## config.mk

```make
export PLATFORM = sky130hd
export DESIGN_NAME = mips_hazard_ctrl_flat
export DESIGN_NICKNAME = d
export VERILOG_FILES = /design/src/rtl/mips_pkg.sv /design/src/rtl/mips_hazard_ctrl_if.sv /design/src/rtl/mips_fwd_unit.sv /design/src/rtl/mips_hazard_ctrl.sv /design/src/flat_wrapper.sv
export SDC_FILE = /design/constraint.sdc
export NUM_CORES = 1
export LEC_CHECK = 0
export ABC_AREA = 1
export ABC_CLOCK_PERIOD_IN_PS = 6100
export CAP_MARGIN = 20
export CORE_MARGIN = 10
export CORE_UTILIZATION = 50
export DETAILED_ROUTE_END_ITERATION = 6
export GPL_ROUTABILITY_DRIVEN = 0
export MAX_ROUTING_LAYER = met4
export PLACE_DENSITY_LB_ADDON = 0.15
export SYNTH_ARGS = -nofsm -noshare
export SYNTH_HDL_FRONTEND = slang
export SYNTH_SLANG_ARGS = --single-unit
```

## constraint.sdc

```tcl
create_clock -name clk -period 6.1 [get_ports clk]
set_input_delay 1.83 -clock clk [delete_from_list [all_inputs] [get_ports clk]]
set_output_delay 1.83 -clock clk [all_outputs]
set_load 0.01 [all_outputs]
```

## src/rtl/mips_pkg.sv

```systemverilog
// rtl/mips_pkg.sv - shared types and encodings for the MIPS pipeline hazard control
package mips_pkg;

    typedef enum logic [1:0] {
        RUN      = 2'd0,
        BR_WAIT1 = 2'd1,
        MEM_WAIT = 2'd2
    } state_t;

    localparam logic [1:0] PCSRC_SEQ = 2'd0;
    localparam logic [1:0] PCSRC_BR  = 2'd1;
    localparam logic [1:0] PCSRC_JMP = 2'd2;

    localparam logic [1:0] FW_REG = 2'd0;
    localparam logic [1:0] FW_WB  = 2'd1;
    localparam logic [1:0] FW_MEM = 2'd2;

    // $zero is hardwired, so it never creates a dependency
    function automatic logic reg_match(input logic [4:0] a, input logic [4:0] b);
        return (a != 5'd0) && (a == b);
    endfunction

endpackage

```

## src/rtl/mips_hazard_ctrl_if.sv

```systemverilog
// rtl/mips_hazard_ctrl_if.sv - pipeline-state inputs and control outputs of the hazard controller
interface mips_hazard_ctrl_if #(
    parameter int CNT_W = 16
);
    logic [4:0]       id_rs, id_rt, ex_rs, ex_rt, ex_rd, mem_rd, wb_rd;
    logic             id_uses_rt, id_branch, id_jump, equal;
    logic             ex_memread, ex_regwrite, mem_regwrite, mem_access, dmem_ready, wb_regwrite;
    logic             cnt_clr;
    logic             pcwrite, ifidwrite, ifflush, nop, pipe_freeze, mem_err;
    logic [1:0]       pcsrc, fw1, fw2;
    logic [CNT_W-1:0] stall_cnt;

    modport master (
        output id_rs, id_rt, ex_rs, ex_rt, ex_rd, mem_rd, wb_rd,
        output id_uses_rt, id_branch, id_jump, equal,
        output ex_memread, ex_regwrite, mem_regwrite, mem_access, dmem_ready, wb_regwrite,
        output cnt_clr,
        input  pcwrite, ifidwrite, ifflush, nop, pipe_freeze, mem_err,
        input  pcsrc, fw1, fw2, stall_cnt
    );

    modport slave (
        input  id_rs, id_rt, ex_rs, ex_rt, ex_rd, mem_rd, wb_rd,
        input  id_uses_rt, id_branch, id_jump, equal,
        input  ex_memread, ex_regwrite, mem_regwrite, mem_access, dmem_ready, wb_regwrite,
        input  cnt_clr,
        output pcwrite, ifidwrite, ifflush, nop, pipe_freeze, mem_err,
        output pcsrc, fw1, fw2, stall_cnt
    );
endinterface

```

## src/rtl/mips_fwd_unit.sv

```systemverilog
// rtl/mips_fwd_unit.sv - combinational EX-stage operand forwarding select
module mips_fwd_unit
    import mips_pkg::*;
(
    input  logic [4:0] ex_rs,
    input  logic [4:0] ex_rt,
    input  logic [4:0] mem_rd,
    input  logic [4:0] wb_rd,
    input  logic       mem_regwrite,
    input  logic       wb_regwrite,
    output logic [1:0] fw1,
    output logic [1:0] fw2
);
    // The younger EX/MEM result takes precedence over MEM/WB
    function automatic logic [1:0] fw_sel(input logic [4:0] src);
        if (mem_regwrite && reg_match(mem_rd, src))
            return FW_MEM;
        else if (wb_regwrite && reg_match(wb_rd, src))
            return FW_WB;
        else
            return FW_REG;
    endfunction

    assign fw1 = fw_sel(ex_rs);
    assign fw2 = fw_sel(ex_rt);
endmodule

```

## src/rtl/mips_hazard_ctrl.sv

```systemverilog
// rtl/mips_hazard_ctrl.sv - stall/flush/freeze sequencer and stall counter for the 5-stage MIPS pipeline
module mips_hazard_ctrl
    import mips_pkg::*;
#(
    parameter int MAX_WAIT = 16,
    parameter int CNT_W    = 16
) (
    input  logic              clk,
    input  logic              rst,
    mips_hazard_ctrl_if.slave hz
);
    localparam int WW = $clog2(MAX_WAIT + 1);

    state_t           state, next_state;
    logic [WW-1:0]    wait_cnt;
    logic             mem_err_q;
    logic [CNT_W-1:0] stall_cnt_q;
    logic             pcw, ifw, flush, bubble, frz, err_set, eval_rules;
    logic [1:0]       pcs, fw1_i, fw2_i;
    logic             lu, brx, brm, mem_stall;

    assign lu  = hz.ex_memread & (reg_match(hz.ex_rt, hz.id_rs) |
                                  (hz.id_uses_rt & reg_match(hz.ex_rt, hz.id_rt)));
    assign brx = hz.id_branch & hz.ex_regwrite &
                 (reg_match(hz.ex_rd, hz.id_rs) | reg_match(hz.ex_rd, hz.id_rt));
    assign brm = hz.id_branch & hz.mem_regwrite &
                 (reg_match(hz.mem_rd, hz.id_rs) | reg_match(hz.mem_rd, hz.id_rt));
    assign mem_stall = hz.mem_access & ~hz.dmem_ready;

    always_comb begin
        next_state = state;
        pcw        = 1'b1;
        ifw        = 1'b1;
        flush      = 1'b0;
        bubble     = 1'b0;
        frz        = 1'b0;
        pcs        = PCSRC_SEQ;
        err_set    = 1'b0;
        eval_rules = 1'b1;

        if (state == MEM_WAIT) begin
            if (hz.dmem_ready) begin
                next_state = RUN;
            end else if (wait_cnt == WW'(MAX_WAIT)) begin
                err_set    = 1'b1;
                next_state = RUN;
            end else begin
                frz        = 1'b1;
                pcw        = 1'b0;
                ifw        = 1'b0;
                eval_rules = 1'b0;
            end
        end

        // A cycle leaving MEM_WAIT skips the memory rule so a timeout really releases the pipe
        if (eval_rules) begin
            if (state != MEM_WAIT && mem_stall) begin
                frz        = 1'b1;
                pcw        = 1'b0;
                ifw        = 1'b0;
                next_state = MEM_WAIT;
            end else if (lu || brx || brm || state == BR_WAIT1) begin
                pcw        = 1'b0;
                ifw        = 1'b0;
                bubble     = 1'b1;
                next_state = (brx && hz.ex_memread) ? BR_WAIT1 : RUN;
            end else if (hz.id_branch && hz.equal) begin
                pcs        = PCSRC_BR;
                flush      = 1'b1;
                next_state = RUN;
            end else if (hz.id_jump) begin
                pcs        = PCSRC_JMP;
                flush      = 1'b1;
                next_state = RUN;
            end else begin
                next_state = RUN;
            end
        end
    end

    always_ff @(posedge clk or negedge rst) begin
        if (!rst) begin
            state       <= RUN;
            wait_cnt    <= '0;
            mem_err_q   <= 1'b0;
            stall_cnt_q <= '0;
        end else begin
            state     <= next_state;
            wait_cnt  <= (next_state == MEM_WAIT) ? wait_cnt + WW'(1) : '0;
            mem_err_q <= mem_err_q | err_set;
            if (hz.cnt_clr)
                stall_cnt_q <= '0;
            else if (!pcw && stall_cnt_q != {CNT_W{1'b1}})
                stall_cnt_q <= stall_cnt_q + CNT_W'(1);
        end
    end

    mips_fwd_unit u_fwd (
        .ex_rs        (hz.ex_rs),
        .ex_rt        (hz.ex_rt),
        .mem_rd       (hz.mem_rd),
        .wb_rd        (hz.wb_rd),
        .mem_regwrite (hz.mem_regwrite),
        .wb_regwrite  (hz.wb_regwrite),
        .fw1          (fw1_i),
        .fw2          (fw2_i)
    );

    // While in reset the pipe free-runs with every other control forced idle
    assign hz.pcwrite     = pcw | ~rst;
    assign hz.ifidwrite   = ifw | ~rst;
    assign hz.ifflush     = flush & rst;
    assign hz.nop         = bubble & rst;
    assign hz.pipe_freeze = frz & rst;
    assign hz.pcsrc       = pcs & {2{rst}};
    assign hz.fw1         = fw1_i & {2{rst}};
    assign hz.fw2         = fw2_i & {2{rst}};
    assign hz.mem_err     = mem_err_q;
    assign hz.stall_cnt   = stall_cnt_q;
endmodule
```

## src/flat_wrapper.sv

```systemverilog
// flat-port wrapper written by rule: the top's interface ports become plain ports
module mips_hazard_ctrl_flat import mips_pkg::*;
#(
    parameter int MAX_WAIT = 16,
    parameter int CNT_W    = 16
)
  (clk, rst, hz_id_rs, hz_id_rt, hz_ex_rs, hz_ex_rt, hz_ex_rd, hz_mem_rd, hz_wb_rd, hz_id_uses_rt, hz_id_branch, hz_id_jump, hz_equal, hz_ex_memread, hz_ex_regwrite, hz_mem_regwrite, hz_mem_access, hz_dmem_ready, hz_wb_regwrite, hz_cnt_clr, hz_pcwrite, hz_ifidwrite, hz_ifflush, hz_nop, hz_pipe_freeze, hz_mem_err, hz_pcsrc, hz_fw1, hz_fw2, hz_stall_cnt);
  mips_hazard_ctrl_if #(.CNT_W(CNT_W)) hz_i ();
  input  logic clk;
  input  logic rst;
  input wire logic [$bits(hz_i.id_rs)-1:0] hz_id_rs;
  input wire logic [$bits(hz_i.id_rt)-1:0] hz_id_rt;
  input wire logic [$bits(hz_i.ex_rs)-1:0] hz_ex_rs;
  input wire logic [$bits(hz_i.ex_rt)-1:0] hz_ex_rt;
  input wire logic [$bits(hz_i.ex_rd)-1:0] hz_ex_rd;
  input wire logic [$bits(hz_i.mem_rd)-1:0] hz_mem_rd;
  input wire logic [$bits(hz_i.wb_rd)-1:0] hz_wb_rd;
  input wire logic [$bits(hz_i.id_uses_rt)-1:0] hz_id_uses_rt;
  input wire logic [$bits(hz_i.id_branch)-1:0] hz_id_branch;
  input wire logic [$bits(hz_i.id_jump)-1:0] hz_id_jump;
  input wire logic [$bits(hz_i.equal)-1:0] hz_equal;
  input wire logic [$bits(hz_i.ex_memread)-1:0] hz_ex_memread;
  input wire logic [$bits(hz_i.ex_regwrite)-1:0] hz_ex_regwrite;
  input wire logic [$bits(hz_i.mem_regwrite)-1:0] hz_mem_regwrite;
  input wire logic [$bits(hz_i.mem_access)-1:0] hz_mem_access;
  input wire logic [$bits(hz_i.dmem_ready)-1:0] hz_dmem_ready;
  input wire logic [$bits(hz_i.wb_regwrite)-1:0] hz_wb_regwrite;
  input wire logic [$bits(hz_i.cnt_clr)-1:0] hz_cnt_clr;
  output wire logic [$bits(hz_i.pcwrite)-1:0] hz_pcwrite;
  output wire logic [$bits(hz_i.ifidwrite)-1:0] hz_ifidwrite;
  output wire logic [$bits(hz_i.ifflush)-1:0] hz_ifflush;
  output wire logic [$bits(hz_i.nop)-1:0] hz_nop;
  output wire logic [$bits(hz_i.pipe_freeze)-1:0] hz_pipe_freeze;
  output wire logic [$bits(hz_i.mem_err)-1:0] hz_mem_err;
  output wire logic [$bits(hz_i.pcsrc)-1:0] hz_pcsrc;
  output wire logic [$bits(hz_i.fw1)-1:0] hz_fw1;
  output wire logic [$bits(hz_i.fw2)-1:0] hz_fw2;
  output wire logic [$bits(hz_i.stall_cnt)-1:0] hz_stall_cnt;
  assign hz_i.id_rs = hz_id_rs;
  assign hz_i.id_rt = hz_id_rt;
  assign hz_i.ex_rs = hz_ex_rs;
  assign hz_i.ex_rt = hz_ex_rt;
  assign hz_i.ex_rd = hz_ex_rd;
  assign hz_i.mem_rd = hz_mem_rd;
  assign hz_i.wb_rd = hz_wb_rd;
  assign hz_i.id_uses_rt = hz_id_uses_rt;
  assign hz_i.id_branch = hz_id_branch;
  assign hz_i.id_jump = hz_id_jump;
  assign hz_i.equal = hz_equal;
  assign hz_i.ex_memread = hz_ex_memread;
  assign hz_i.ex_regwrite = hz_ex_regwrite;
  assign hz_i.mem_regwrite = hz_mem_regwrite;
  assign hz_i.mem_access = hz_mem_access;
  assign hz_i.dmem_ready = hz_dmem_ready;
  assign hz_i.wb_regwrite = hz_wb_regwrite;
  assign hz_i.cnt_clr = hz_cnt_clr;
  assign hz_pcwrite = hz_i.pcwrite;
  assign hz_ifidwrite = hz_i.ifidwrite;
  assign hz_ifflush = hz_i.ifflush;
  assign hz_nop = hz_i.nop;
  assign hz_pipe_freeze = hz_i.pipe_freeze;
  assign hz_mem_err = hz_i.mem_err;
  assign hz_pcsrc = hz_i.pcsrc;
  assign hz_fw1 = hz_i.fw1;
  assign hz_fw2 = hz_i.fw2;
  assign hz_stall_cnt = hz_i.stall_cnt;
  mips_hazard_ctrl #(.MAX_WAIT(MAX_WAIT), .CNT_W(CNT_W)) u_core (.clk(clk), .rst(rst), .hz(hz_i));
endmodule
```

==> results of run 1 <==
## cells by family after synthesis
group,share of synthesized area
AOI/OAI and AO/OA,0.0451
xor gates and xnor gates,0.109
adders and majority gates,0.0155
buffers and inverters,0.130
and+or+nand+nor,0.452
DFF,0.249
## registers in the layout (all words and copies together), names as in the netlist
name / flops
u_core.hz.mem_err: 1
u_core.state: 2
u_core.hz.stall_cnt: 16
u_core.wait_cnt: 5
## layer usage
| layer | share of wire | vias to the layer above |
|---|---|---|
| met5 | 0 | - |
| met4 | 0.013 | 0 |
| met3 | 0.055 | 10 |
| met2 | 0.47 | 102 |
| met1 | 0.46 | 1277 |
| li1 | - | 1394 |
## worst max-delay path, stage by stage
cell and delay, ns:
clkdlybuf4s50_1 0.63, inv_2 0.11, nand2_1 0.07, nand2_1 0.05
nor2_1 0.11, nand3_1 0.08, nand2_1 0.07, nand2_1 0.05
nand2_1 0.07, inv_2 0.05, nand2_1 0.05, nand2_1 0.06
nor2_1 0.12, clkdlybuf4s50_1 0.55
## cell type report
cell class                 instances  area (µm²)
inverter                          66         248
timing repair buffer              78         773
fill                             424        1430
sequential                        24         601
clock buffer                       3        41.3
multi-input combinational        293        1500
tap                               54        67.6
clock inverter                     1        30.0
## worst max path at each step
stage                      start  cells past startpoint  slack [ns]     endpoint
floorplan           hz_mem_rd[0]                     10        1.18   hz_pcwrite
global placement     hz_ex_rt[3]                     14        0.38       hz_nop
detailed placement  hz_mem_rd[0]                     10        0.36  hz_pcsrc[1]
CTS                 hz_mem_rd[0]                     10        0.37  hz_pcsrc[1]
global route        hz_mem_rd[0]                     10        0.23  hz_pcsrc[1]
finish               hz_ex_rt[3]                     14        0.38       hz_nop
## through the flow
step,utilization,setup WS [ns],instances,area [µm²]
detailed placement,0.680,0.357,515,3190
global route,0.695,0.232,519,3260
finish,0.695,0.382,519,3260
global placement,0.680,0.382,515,3190
floorplan,-,1.18,394,2410
CTS,0.695,0.370,519,3260
## cell usage after synthesis, types with 3 or more instances
master,instances
dfrtp_1,24
nor2_1,40
xnor2_1,10
buf_2,7
ha_1,3
nand3_1,38
xor2_1,20
nand2_1,122
inv_2,15
inv_1,51
nand4_1,22
nor3_1,12
## power by group through the flow
| stage | registers (mW) | clock network (mW) | logic [mW] |
|---|---|---|---|
| 3_3_place_gp | 0.171 | 0 | 0.142 |
| 6_report | 0.168 | 0.142 | 0.145 |
| 4_1_cts | 0.168 | 0.144 | 0.145 |
| 2_1_floorplan | 0.171 | 0 | 0.0747 |
| 3_5_place_dp | 0.171 | 0 | 0.145 |
| 5_1_grt | 0.169 | 0.152 | 0.160 |
==> impl_results.md, run 1 <==
- Buffers added on ports: 75
- Initial Utilization: 0.515
- First-pass GRT wire length: 12,100 µm
- Routed WL: 7290 µm
- Cells after Synth: 394
- Worst-margin pin slew: 0.884 ns
- Final net count: 517
- # setup viols final: 0
- Final-report max-slew violation count: 0
- Syn Area/Cell: 6.13 µm²
- Kind of critical path: in2out
- Peak supply drop: 0.000101 V
- Min-Delay Endpoint: u_core.hz.mem_err$_DFF_PN0_
- Clk slew on worst S/H paths: 0.08 ns
- Status: completed
- Worst Hold Path Cells: 1
- Vias per cell: 5.36
- FFs w/ async S/R, synth: 1.00
- DR pass1 iterations: 6
- Die area: 8010 µm²
- Syn. warnings: 0
- Leakage: 1.70 nW
- Die W: 89.5 µm
- Seq cells post-synth: 24
- # diodes: 0
- Minimum clock period: 5.72 ns
- CP Data Required Time: 4.27 ns
- Reg power frac: 0.369
- Area leader, netlist: dfrtp_1
- Synth Cell Area: 2410 µm²
- Via count: 2,783
- FF-to-FF Start: u_core.hz.stall_cnt[0]$_DFFE_PN0P_
- # Max-Cap Violations: 0
- F_max: 175 MHz
- Main synth FF type: dfrtp_1
- RSZ-0062 raised after global routing: no
- Distinct cell type count after synthesis: 33
- Area of the core: 4690 µm²
- Drt wl/cell: 14.1 µm
- Pin count of the biggest net entering global routing: 33
- Global-route layer with the greatest usage: met2
- Total grt overflow: 0
- Final Hold Violating Endpoints: 0
- P&R area growth vs syn: 35.1%
- GRT Util Overall: 0.190
- Vias in the first global route: 2,668
- Die H: 89.5 µm
- Hold slack: 0.481 ns
- Routed Antenna Nets: 0
- Crit path DAT: 3.89 ns
- Sw Pwr: 137 µW
- Pwr Total: 455 µW
- Period utilization: 0.937
- Post-synth EDFFs: 0
- Crit Path Max Fanout: 6
- Post-CTS sizing: 0
- Met2 Track Usage GR: 0.317
- Sequential fraction of the synthesis area: 0.249
- Sw frac: 0.302
- Crit Reg-Reg Endpoint: u_core.hz.stall_cnt[13]$_DFFE_PN0P_
- Hold crit path type: reg2reg
- Clk pwr share: 0.312
- Comb power frac: 0.320
- Root Driver: clkbuf_8
- Clock skew: 0.0143 ns
- Crit end category: output port
- Cells on worst reg2reg path: 9
- H-tree levels: 1
- Commonest non-fill, non-tap cells in the layout: nand2_1, clkdlybuf4s50_1, inv_1, nor2_1, nand3_1
- Skew-Pair Late Insertion Delay: 0.27 ns
- Layout cells sized above 1: 0.0624
- Pint: 317 µW
- CTS Buffer Depth: 2
- CTS Sinks: 24
- Synthesized Nets: 445
- Met3 usage: 0.0292
- CTS tree: built
- Post-DP HPWL: 6060 µm
- Hold Buf Count CTS: 0
- Top cell type's share of synthesized area: 0.249
- Internal reg-to-reg setup slack: 3.98 ns
- Hold_sp: u_core.hz.mem_err$_DFF_PN0_
- First DRT Iteration DRCs: 173
- Residual DRC: 0
- Rows: 25
- Power per cell area: 139 nW/µm²
- Max-slew headroom: 0.410
- Top area cells in the synthesized netlist: dfrtp_1, nand2_1, inv_1, nand3_1, xor2_1
- Post-CTS Setup Bufs: 0
- Initial antenna violation count: 0
- Met1 Use GR: 0.231
- Setup crit start kind: primary input
- Most common cell after layout, fill and taps aside: nand2_1
- Total CTS buffers: 3
- Io pins: 76
- Setup TNS: 0 ns
Note: power is estimated with default switching activity, not from simulation.
==> run 2: changes to the inputs <==
--- a/config.mk
+++ b/config.mk
@@ -8,7 +8,6 @@
 export ABC_AREA = 1
 export ABC_CLOCK_PERIOD_IN_PS = 6100
 export CAP_MARGIN = 20
-export CORE_MARGIN = 10
 export CORE_UTILIZATION = 50
 export DETAILED_ROUTE_END_ITERATION = 6
 export GPL_ROUTABILITY_DRIVEN = 0
==> run 2 against run 1 <==
- cell area about the same
- first-iteration DRC count down 18%
- critical path type unchanged
- largest power group unchanged
- clock power barely moved
- critical endpoint unchanged
- clock skew down 0.012 ns
- highest routed layer unchanged
==> impl_results.md, run 2 (synthesis gave the netlist of run 1 again) <==
- Root Driver: clkbuf_8
- Setup TNS: 0 ns (unchanged)
- RSZ-0062 raised after global routing: no
- Buffers added on ports: 75 (unchanged)
- # Max-Cap Violations: 0 (unchanged)
- Leakage: 1.70 nW (unchanged)
- Clock skew: 0.00182 ns (-0.0124 ns)
- Crit Path Max Fanout: 6 (unchanged)
- Post-CTS sizing: 0 (unchanged)
- CTS Sinks: 24 (unchanged)
- Pin count of the biggest net entering global routing: 33 (unchanged)
- Die area: 5110 µm² (-36%)
- CTS tree: built
- Max FFs per register: 16 (unchanged)
- Total CTS buffers: 3 (unchanged)
- Max-slew headroom: 0.406 (-0.00466)
- Peak supply drop: 0.0000909 V (-10%)
- Skew-Pair Late Insertion Delay: 0.27 ns (about the same)
- Drt wl/cell: 12.3 µm (-12%)
- Area of the core: 4500 µm² (-4.0%)
- Routed WL: 6370 µm (-13%)
- Post-CTS Setup Bufs: 0 (unchanged)
- GRT Util Overall: 0.264 (+0.0742)
- Clk slew on worst S/H paths: 0.09 ns (about the same)
- Die W: 71.5 µm (-20%)
- Crit path DAT: 3.90 ns (about the same)
- Commonest non-fill, non-tap cells in the layout: nand2_1, clkdlybuf4s50_1, inv_1, nor2_1, nand3_1
- Most common cell after layout, fill and taps aside: nand2_1
- First-pass GRT wire length: 10,600 µm (-12%)
- # diodes: 0 (unchanged)
- Final-report max-slew violation count: 0 (unchanged)
- Io pins: 76 (unchanged)
- H-tree levels: 1 (unchanged)
- Post-DP HPWL: 5190 µm (-14%)
- P&R area growth vs syn: 35.0% (about the same)
- # setup viols final: 0 (unchanged)
- First DRT Iteration DRCs: 141 (-18%)
- Routed Antenna Nets: 0 (unchanged)
- Final Hold Violating Endpoints: 0 (unchanged)
- CP Data Required Time: 4.27 ns (about the same)
- Initial Utilization: 0.536 (+0.0214)
- Total grt overflow: 0 (unchanged)
- Rows: 24 (-4.0%)
- Setup crit start kind: primary input
- Residual DRC: 0 (unchanged)
- Vias per cell: 5.26 (-1.8%)
- Initial antenna violation count: 0 (unchanged)
- CTS Buffer Depth: 2 (unchanged)
- Status: completed
- Kind of critical path: in2out
- Via count: 2,721 (-2.2%)
- Hold crit path type: reg2reg
- Final net count: 517 (unchanged)
- Die H: 71.5 µm (-20%)
- Vias in the first global route: 2,323 (-13%)
- Fillers: 406 (-4.2%)
- Hold slack: 0.479 ns (-0.00264 ns)
- DR pass1 iterations: 4 (-2)
- Minimum clock period: 5.73 ns (+0.00737 ns)
- Hold Buf Count CTS: 0 (unchanged)
- Power per cell area: 138 nW/µm² (-0.66%)
- Layout cells sized above 1: 0.0624 (unchanged)
- Worst-margin pin slew: 0.891 ns (+0.00698 ns)
- Crit end category: output port
- Period utilization: 0.939 (+0.00121)
- F_max: 175 MHz (-0.13%)
## run 2: cell counts in the layout (fill, tap and decap cells not counted)
Identical to the previous run, type by type.
## run 2: power breakdown
| group | leakage (nW) | internal [mW] | switching [mW] |
|---|---|---|---|
| combinational | 1.33 | 0.0664 | 0.0779 |
| clock | 0.0357 | 0.0877 | 0.0517 |
| sequential | 0.332 | 0.163 | 0.00416 |
| total | 1.70 | 0.317 | 0.134 |
## run 2: routing by layer
layer,wire (µm),vias up,share of wire,track usage
li1,-,1395,-,-
met4,40,0,0.0063,0.0327
met3,347,4,0.055,0.0323
met1,3250,1225,0.51,0.397
met2,2720,97,0.43,0.389
met5,0,-,0,-
## run 2: final timing paths
kind / endpoint / cells past startpoint / startpoint / slack (ns)
hold reg to reg: u_core.hz.mem_err$_DFF_PN0_ / 1 / u_core.hz.mem_err$_DFF_PN0_ / 0.48
min in group asynchronous: u_core.hz.stall_cnt[8]$_DFFE_PN0P_ / 2 / rst / 2.02
hold / removal: u_core.hz.mem_err$_DFF_PN0_ / 1 / u_core.hz.mem_err$_DFF_PN0_ / 0.48
setup / recovery: hz_nop / 14 / hz_ex_rt[4] / 0.37
setup reg to reg: u_core.hz.stall_cnt[7]$_DFFE_PN0P_ / 9 / u_core.hz.stall_cnt[0]$_DFFE_PN0P_ / 3.93
max in group asynchronous: u_core.hz.stall_cnt[4]$_DFFE_PN0P_ / 2 / rst / 3.84
## run 2: layout make-up
| cell class | count | area (µm²) | share of cell area |
|---|---|---|---|
| well taps | 52 | 65.1 | 0.0200 |
| inverters | 66 | 248 | 0.0760 |
| repair buffers | 78 | 773 | 0.237 |
| flip-flops and latches | 24 | 601 | 0.184 |
| clock buffers | 3 | 41.3 | 0.0127 |
| clock inverters | 1 | 30.0 | 0.00921 |
| multi-input cells | 293 | 1500 | 0.461 |
## run 2: stage by stage
| stage | area, µm² | setup slack (ns) | power (mW) | utilization | cells |
|---|---|---|---|---|---|
| after global routing | 3260 | 0.185 | 0.478 | 0.724 | 517 |
| after detailed placement | 3190 | 0.383 | 0.314 | 0.708 | 513 |
| after floorplan | 2410 | 1.18 | 0.246 | - | 394 |
| after CTS | 3260 | 0.375 | 0.455 | 0.724 | 517 |
| final | 3260 | 0.375 | 0.451 | 0.724 | 517 |
| after global placement | 3190 | 0.379 | 0.313 | 0.708 | 513 |
## run 2: worst max-delay path: stages
cell and delay, ns:
clkdlybuf4s50_1 0.68, inv_2 0.06, nand2_1 0.06, nand2_1 0.06, nor2_1 0.13, nand3_1 0.09, nand2_1 0.08, nand2_1 0.05
nand2_1 0.07, inv_2 0.04, nand2_1 0.05, nand2_1 0.06, nor2_1 0.10, clkdlybuf4s50_1 0.54
